$ cat config.mk
export PLATFORM = sky130hd
export DESIGN_NAME = vga_timing_gen
export DESIGN_NICKNAME = d
export VERILOG_FILES = /design/src/rtl/vga_timing_gen.sv
export SDC_FILE = /design/constraint.sdc
export NUM_CORES = 1
export LEC_CHECK = 0
export CAP_MARGIN = 20
export CORE_ASPECT_RATIO = 1.75
export CORE_MARGIN = 2
export CORE_UTILIZATION = 40
export DETAILED_ROUTE_END_ITERATION = 10
export MAX_ROUTING_LAYER = met4
export PLACE_DENSITY_LB_ADDON = 0.12
export SLEW_MARGIN = 20
export SYNTH_ARGS = -nofsm -noshare
export SYNTH_HDL_FRONTEND = slang
export SYNTH_SLANG_ARGS = --single-unit
export TNS_END_PERCENT = 50
$ cat constraint.sdc
create_clock -name clk -period 2.6 [get_ports clk]
set_clock_uncertainty 0.05 [all_clocks]
set_input_delay 0.65 -clock clk [delete_from_list [all_inputs] [get_ports clk]]
set_output_delay 0.65 -clock clk [all_outputs]
set_load 0.005 [all_outputs]
$ cat src/rtl/vga_timing_gen.sv
// VGA raster timing generator: pixel tick, active-low syncs, video_on and pixel coordinates.
// Define VGA_TIMING_FRAME_CNT_EN to build the 8-bit frame counter behind frame_cnt.
module vga_timing_gen #(
    parameter int unsigned TICK_DIV  = 2,
    parameter int unsigned H_DISPLAY = 640,
    parameter int unsigned H_FRONT   = 16,
    parameter int unsigned H_SYNC    = 96,
    parameter int unsigned H_BACK    = 48,
    parameter int unsigned V_DISPLAY = 480,
    parameter int unsigned V_FRONT   = 10,
    parameter int unsigned V_SYNC    = 2,
    parameter int unsigned V_BACK    = 33
) (
    input  logic       clk,
    input  logic       reset,
    output logic       hsync,
    output logic       vsync,
    output logic       video_on,
    output logic       p_tick,
    output logic [9:0] pixel_x,
    output logic [9:0] pixel_y,
    output logic       frame_start,
    output logic [7:0] frame_cnt
);

    localparam int unsigned H_TOTAL  = H_DISPLAY + H_FRONT + H_SYNC + H_BACK;
    localparam int unsigned V_TOTAL  = V_DISPLAY + V_FRONT + V_SYNC + V_BACK;
    localparam int unsigned HS_START = H_DISPLAY + H_FRONT;
    localparam int unsigned HS_END   = HS_START + H_SYNC - 1;
    localparam int unsigned VS_START = V_DISPLAY + V_FRONT;
    localparam int unsigned VS_END   = VS_START + V_SYNC - 1;

    logic [9:0] h_cnt_q, h_cnt_d;
    logic [9:0] v_cnt_q, v_cnt_d;
    logic       hsync_q, hsync_d;
    logic       vsync_q, vsync_d;

    generate
        if (TICK_DIV > 1) begin : g_div
            localparam int unsigned DIV_W = $clog2(TICK_DIV);
            logic [DIV_W-1:0] div_cnt_q;

            always_ff @(posedge clk or posedge reset) begin
                if (reset) begin
                    div_cnt_q <= '0;
                end else if (p_tick) begin
                    div_cnt_q <= '0;
                end else begin
                    div_cnt_q <= div_cnt_q + 1'b1;
                end
            end

            assign p_tick = (div_cnt_q == DIV_W'(TICK_DIV - 1));
        end else begin : g_nodiv
            assign p_tick = 1'b1;
        end
    endgenerate

    always_comb begin
        h_cnt_d = h_cnt_q;
        v_cnt_d = v_cnt_q;
        if (p_tick) begin
            if (h_cnt_q == 10'(H_TOTAL - 1)) begin
                h_cnt_d = '0;
                if (v_cnt_q == 10'(V_TOTAL - 1)) begin
                    v_cnt_d = '0;
                end else begin
                    v_cnt_d = v_cnt_q + 10'd1;
                end
            end else begin
                h_cnt_d = h_cnt_q + 10'd1;
            end
        end
    end

    // Syncs decode the next-state counts so they stay aligned with pixel_x/pixel_y.
    always_comb begin
        hsync_d = !((h_cnt_d >= 10'(HS_START)) && (h_cnt_d <= 10'(HS_END)));
        vsync_d = !((v_cnt_d >= 10'(VS_START)) && (v_cnt_d <= 10'(VS_END)));
    end

    always_ff @(posedge clk or posedge reset) begin
        if (reset) begin
            h_cnt_q <= '0;
            v_cnt_q <= '0;
            hsync_q <= 1'b1;
            vsync_q <= 1'b1;
        end else begin
            h_cnt_q <= h_cnt_d;
            v_cnt_q <= v_cnt_d;
            hsync_q <= hsync_d;
            vsync_q <= vsync_d;
        end
    end

    assign hsync       = hsync_q;
    assign vsync       = vsync_q;
    assign pixel_x     = h_cnt_q;
    assign pixel_y     = v_cnt_q;
    assign video_on    = (h_cnt_q < 10'(H_DISPLAY)) && (v_cnt_q < 10'(V_DISPLAY));
    assign frame_start = p_tick && (h_cnt_q == 10'd0) && (v_cnt_q == 10'd0);

`ifdef VGA_TIMING_FRAME_CNT_EN
    logic [7:0] frame_cnt_q;

    always_ff @(posedge clk or posedge reset) begin
        if (reset) begin
            frame_cnt_q <= '0;
        end else if (frame_start) begin
            frame_cnt_q <= frame_cnt_q + 8'd1;
        end
    end

    assign frame_cnt = frame_cnt_q;
`else
    assign frame_cnt = 8'd0;
`endif

endmodule
==> flow_metrics.py <==
metrics = {
    "sta": {
        "hold_ws_ns": 0.5570,
        "rsz0062_at_grt": "false",
        "fin_crit_sh_pct": 91.67,
        "tns_ns": 0,
        "max_clock_freq_ghz": 0.4196,
        "hold_viol_final": 0,
        "setup_viol": 0,
        "min_period_ns": 2.383,
        "maxSlewViolCount": 0,
    },
    "clock_network": {
        "cts_tree": "done",
        "htreeDepth": 1,
        "clock_latency_ns": 0.27,
        "clk_pin_slew_ns": 0.09,
        "cts-root-buf": "clkbuf_8",
        "cts_made_buffers": 3,
        "cts_max_path_buffers": 2,
        "cts_sinks": 23,
    },
    "hold_path": {
        "hp-class": "register to register",
    },
    "pwr": {
        "ir_worst_vdd_mv": 0.2377,
        "power_w": 0.0006002,
        "leakage_nw": 0.8665,
        "pwr_density_cell_nw_per_um2": 307.1,
    },
    "layout": {
        "final_nets": 214,
        "area_delta_synth_final_pct": 26.38,
        "stdcell_area_um2": 1954,
        "final_cell_mix": "clkdlybuf4s50_1 (25), dfrtp_1 (20), buf_4 (17)",
        "layout_commonest_cell": "clkdlybuf4s50_1",
        "drive_gt1_share_pct": 17.87,
        "antennaDiodeCount": 0,
        "layout.cells.non_filler": 253,
    },
    "detailed_routing": {
        "drt_iter0_drc": 46,
        "wl_per_cell_um": 16.24,
        "ant_nets": 0,
        "drt-total-wl_mm": 4.108,
        "vias_per_cell": 5.573,
        "drc": 0,
        "num_vias": 1410,
        "drt-pass1-iter-count": 4,
    },
    "yosys": {
        "synth-edff-count": 0,
        "syn_area_um2": 1546,
        "avgSynthCellArea_um2": 9.097,
        "synth.distinct_cells": 43,
        "synth-main-ff-cell": "dfrtp_1",
        "syn_inst": 170,
        "async_flop_share_pct": 100.0,
        "ys_seq_elements": 23,
        "yosys_warnings": 0,
        "yosysSeqAreaShare_pct": 37.38,
    },
    "floorplanning": {
        "dieArea_um2": 4399,
        "ios": 35,
        "rows": 29,
        "die_w_um": 51,
        "fp.coreArea_um2": 3665,
        "start_util_pct": 42.20,
        "dieHeight_um": 86.26,
    },
    "critical_path": {
        "worst_ep_required_time_ns": 1.90,
        "end_kind": "output pin",
        "critPathTopFamily": "buffers and inverters",
        "arrival_ns": 1.68,
        "cp_cell_sequence": "buf_4 -> nand4_1 -> nand2_1 -> nor2_1 -> clkdlybuf4s50_1",
        "startpoint_type": "register",
        "cp_max_fo": 7,
        "slowest_delay_ns": 0.50,
        "worstSetupPathType": "register to output pin",
        "cp_num_buf_inv": 2,
        "slowest_stage": "clkdlybuf4s50_1",
    },
    "flow_run": {
        "max-cap-violations": 0,
    },
    "global_route": {
        "overflow": 0,
        "grtUsageTotal_pct": 21.40,
        "grt_antenna_before_repair": 0,
        "grt_max_degree": 24,
        "grt_pass1_vias": 1456,
        "grt_pass1_wl_mm": 6.789,
    },
    "placement": {
        "dpl_cell_area_um2": 1861,
        "port-buffer-count": 26,
        "hpwl_mm": 3.156,
        "routabilityCongestion": 0.8985,
        "place_inst": 248,
    },
    "status": {
        "outcome": "completed",
    },
}
## per-stage QoR
stage	worst slack (ns)	util (%)
finish	0.2166	53.33
global route	0.1117	53.33
CTS	0.008850	53.12
detailed placement	0.1824	50.77
global placement	0.2763	50.77
floorplan	0.5473	-
## power breakdown
| group | internal, W | switching [W] |
|---|---|---|
| Sequential | 0.000358 | 0 |
| Clock | 0.000107 | 0.000123 |
| Combinational | 0.00000241 | 0.0000101 |
## cells in the mapped netlist (2+ instances only)
library cell,instances,area [um2]
a21oi_1,4,20.02
a31oi_1,3,18.77
and3_1,4,25.02
and4_4,2,22.52
buf_4,11,82.58
buf_6,6,67.56
dfrtp_1,21,525.5
dfstp_2,2,52.55
ha_1,4,50.05
inv_1,10,37.54
nand2_1,16,60.06
nand3_1,9,45.04
nand3b_1,2,15.01
nand4_1,8,50.05
nor2_1,6,22.52
nor3_1,8,40.04
nor4_1,2,12.51
o21ai_0,11,55.05
o21ai_1,7,35.03
o31ai_1,3,22.52
or3_1,3,18.77
xnor2_1,6,52.55
xor2_1,2,17.52
## cell type report
class / count / area (um2)
flip-flops and latches: 23 / 579.3
well taps: 46 / 57.56
clock buffers: 3 / 41.29
repair buffers: 43 / 390.4
inverters: 10 / 37.54
fillers: 345 / 1710
multi-input cells: 127 / 843.3
clock inverters: 1 / 5.005
## flip-flops by register name, summed over array words and instances (netlist names)
signal	flops
pixel_y	10
p_tick	1
vsync	1
hsync	1
pixel_x	10
## per-layer routing
| layer | up-vias | track usage [%] | wire length, um |
|---|---|---|---|
| li1 | 670 | - | - |
| met1 | 673 | 21.33 | 1542 |
| met2 | 45 | 36.48 | 2199 |
| met3 | 22 | 3.103 | 119 |
| met4 | 0 | 16.22 | 247 |
| met5 | - | - | 0 |
## timing repair
action | CTS | global route
setup buffers | 1 | 0
pin swaps | 0 | 0
setup endpoints to repair | 1 | 1
gates resized for setup | 6 | 2
hold buffers | 0 | 0
## final timing paths
check,startpoint,end,slack (ns),cells past startpoint
max in group asynchronous,reset,hsync$_DFF_PP1_,1.56,3
min in group asynchronous,reset,pixel_y[5]$_DFF_PP0_,0.66,3
min,pixel_y[0]$_DFF_PP0_,pixel_y[0]$_DFF_PP0_,0.56,2
max,pixel_y[5]$_DFF_PP0_,video_on,0.22,5
max reg2reg,pixel_y[0]$_DFF_PP0_,vsync$_DFF_PP1_,0.44,7
min reg2reg,pixel_y[0]$_DFF_PP0_,pixel_y[0]$_DFF_PP0_,0.56,2
## worst reg2reg max path, stage by stage (launching register included)
cell	delay, ns
dfrtp_1	0.35
buf_4	0.14
ha_1	0.18
and3_1	0.27
nand3_4	0.14
or4_4	0.51
a221oi_2	0.28
nand4_1	0.16
## kinds of logic (layout without fill, tap and decap cells)
logic type	after synthesis	count (layout)	share of synthesized area, %
AND/OR/NAND/NOR	72	72	28.48
AO/OA/AOI/OAI	34	34	13.35
buffers and inverters	27	57	12.14
flip-flops	23	23	37.38
XOR/XNOR	8	8	4.531
adder cells (fa/ha/maj)	4	4	3.236
other	1	8	0.2425
multiplexers	1	1	0.6473
(Power assumes the default switching activity.)
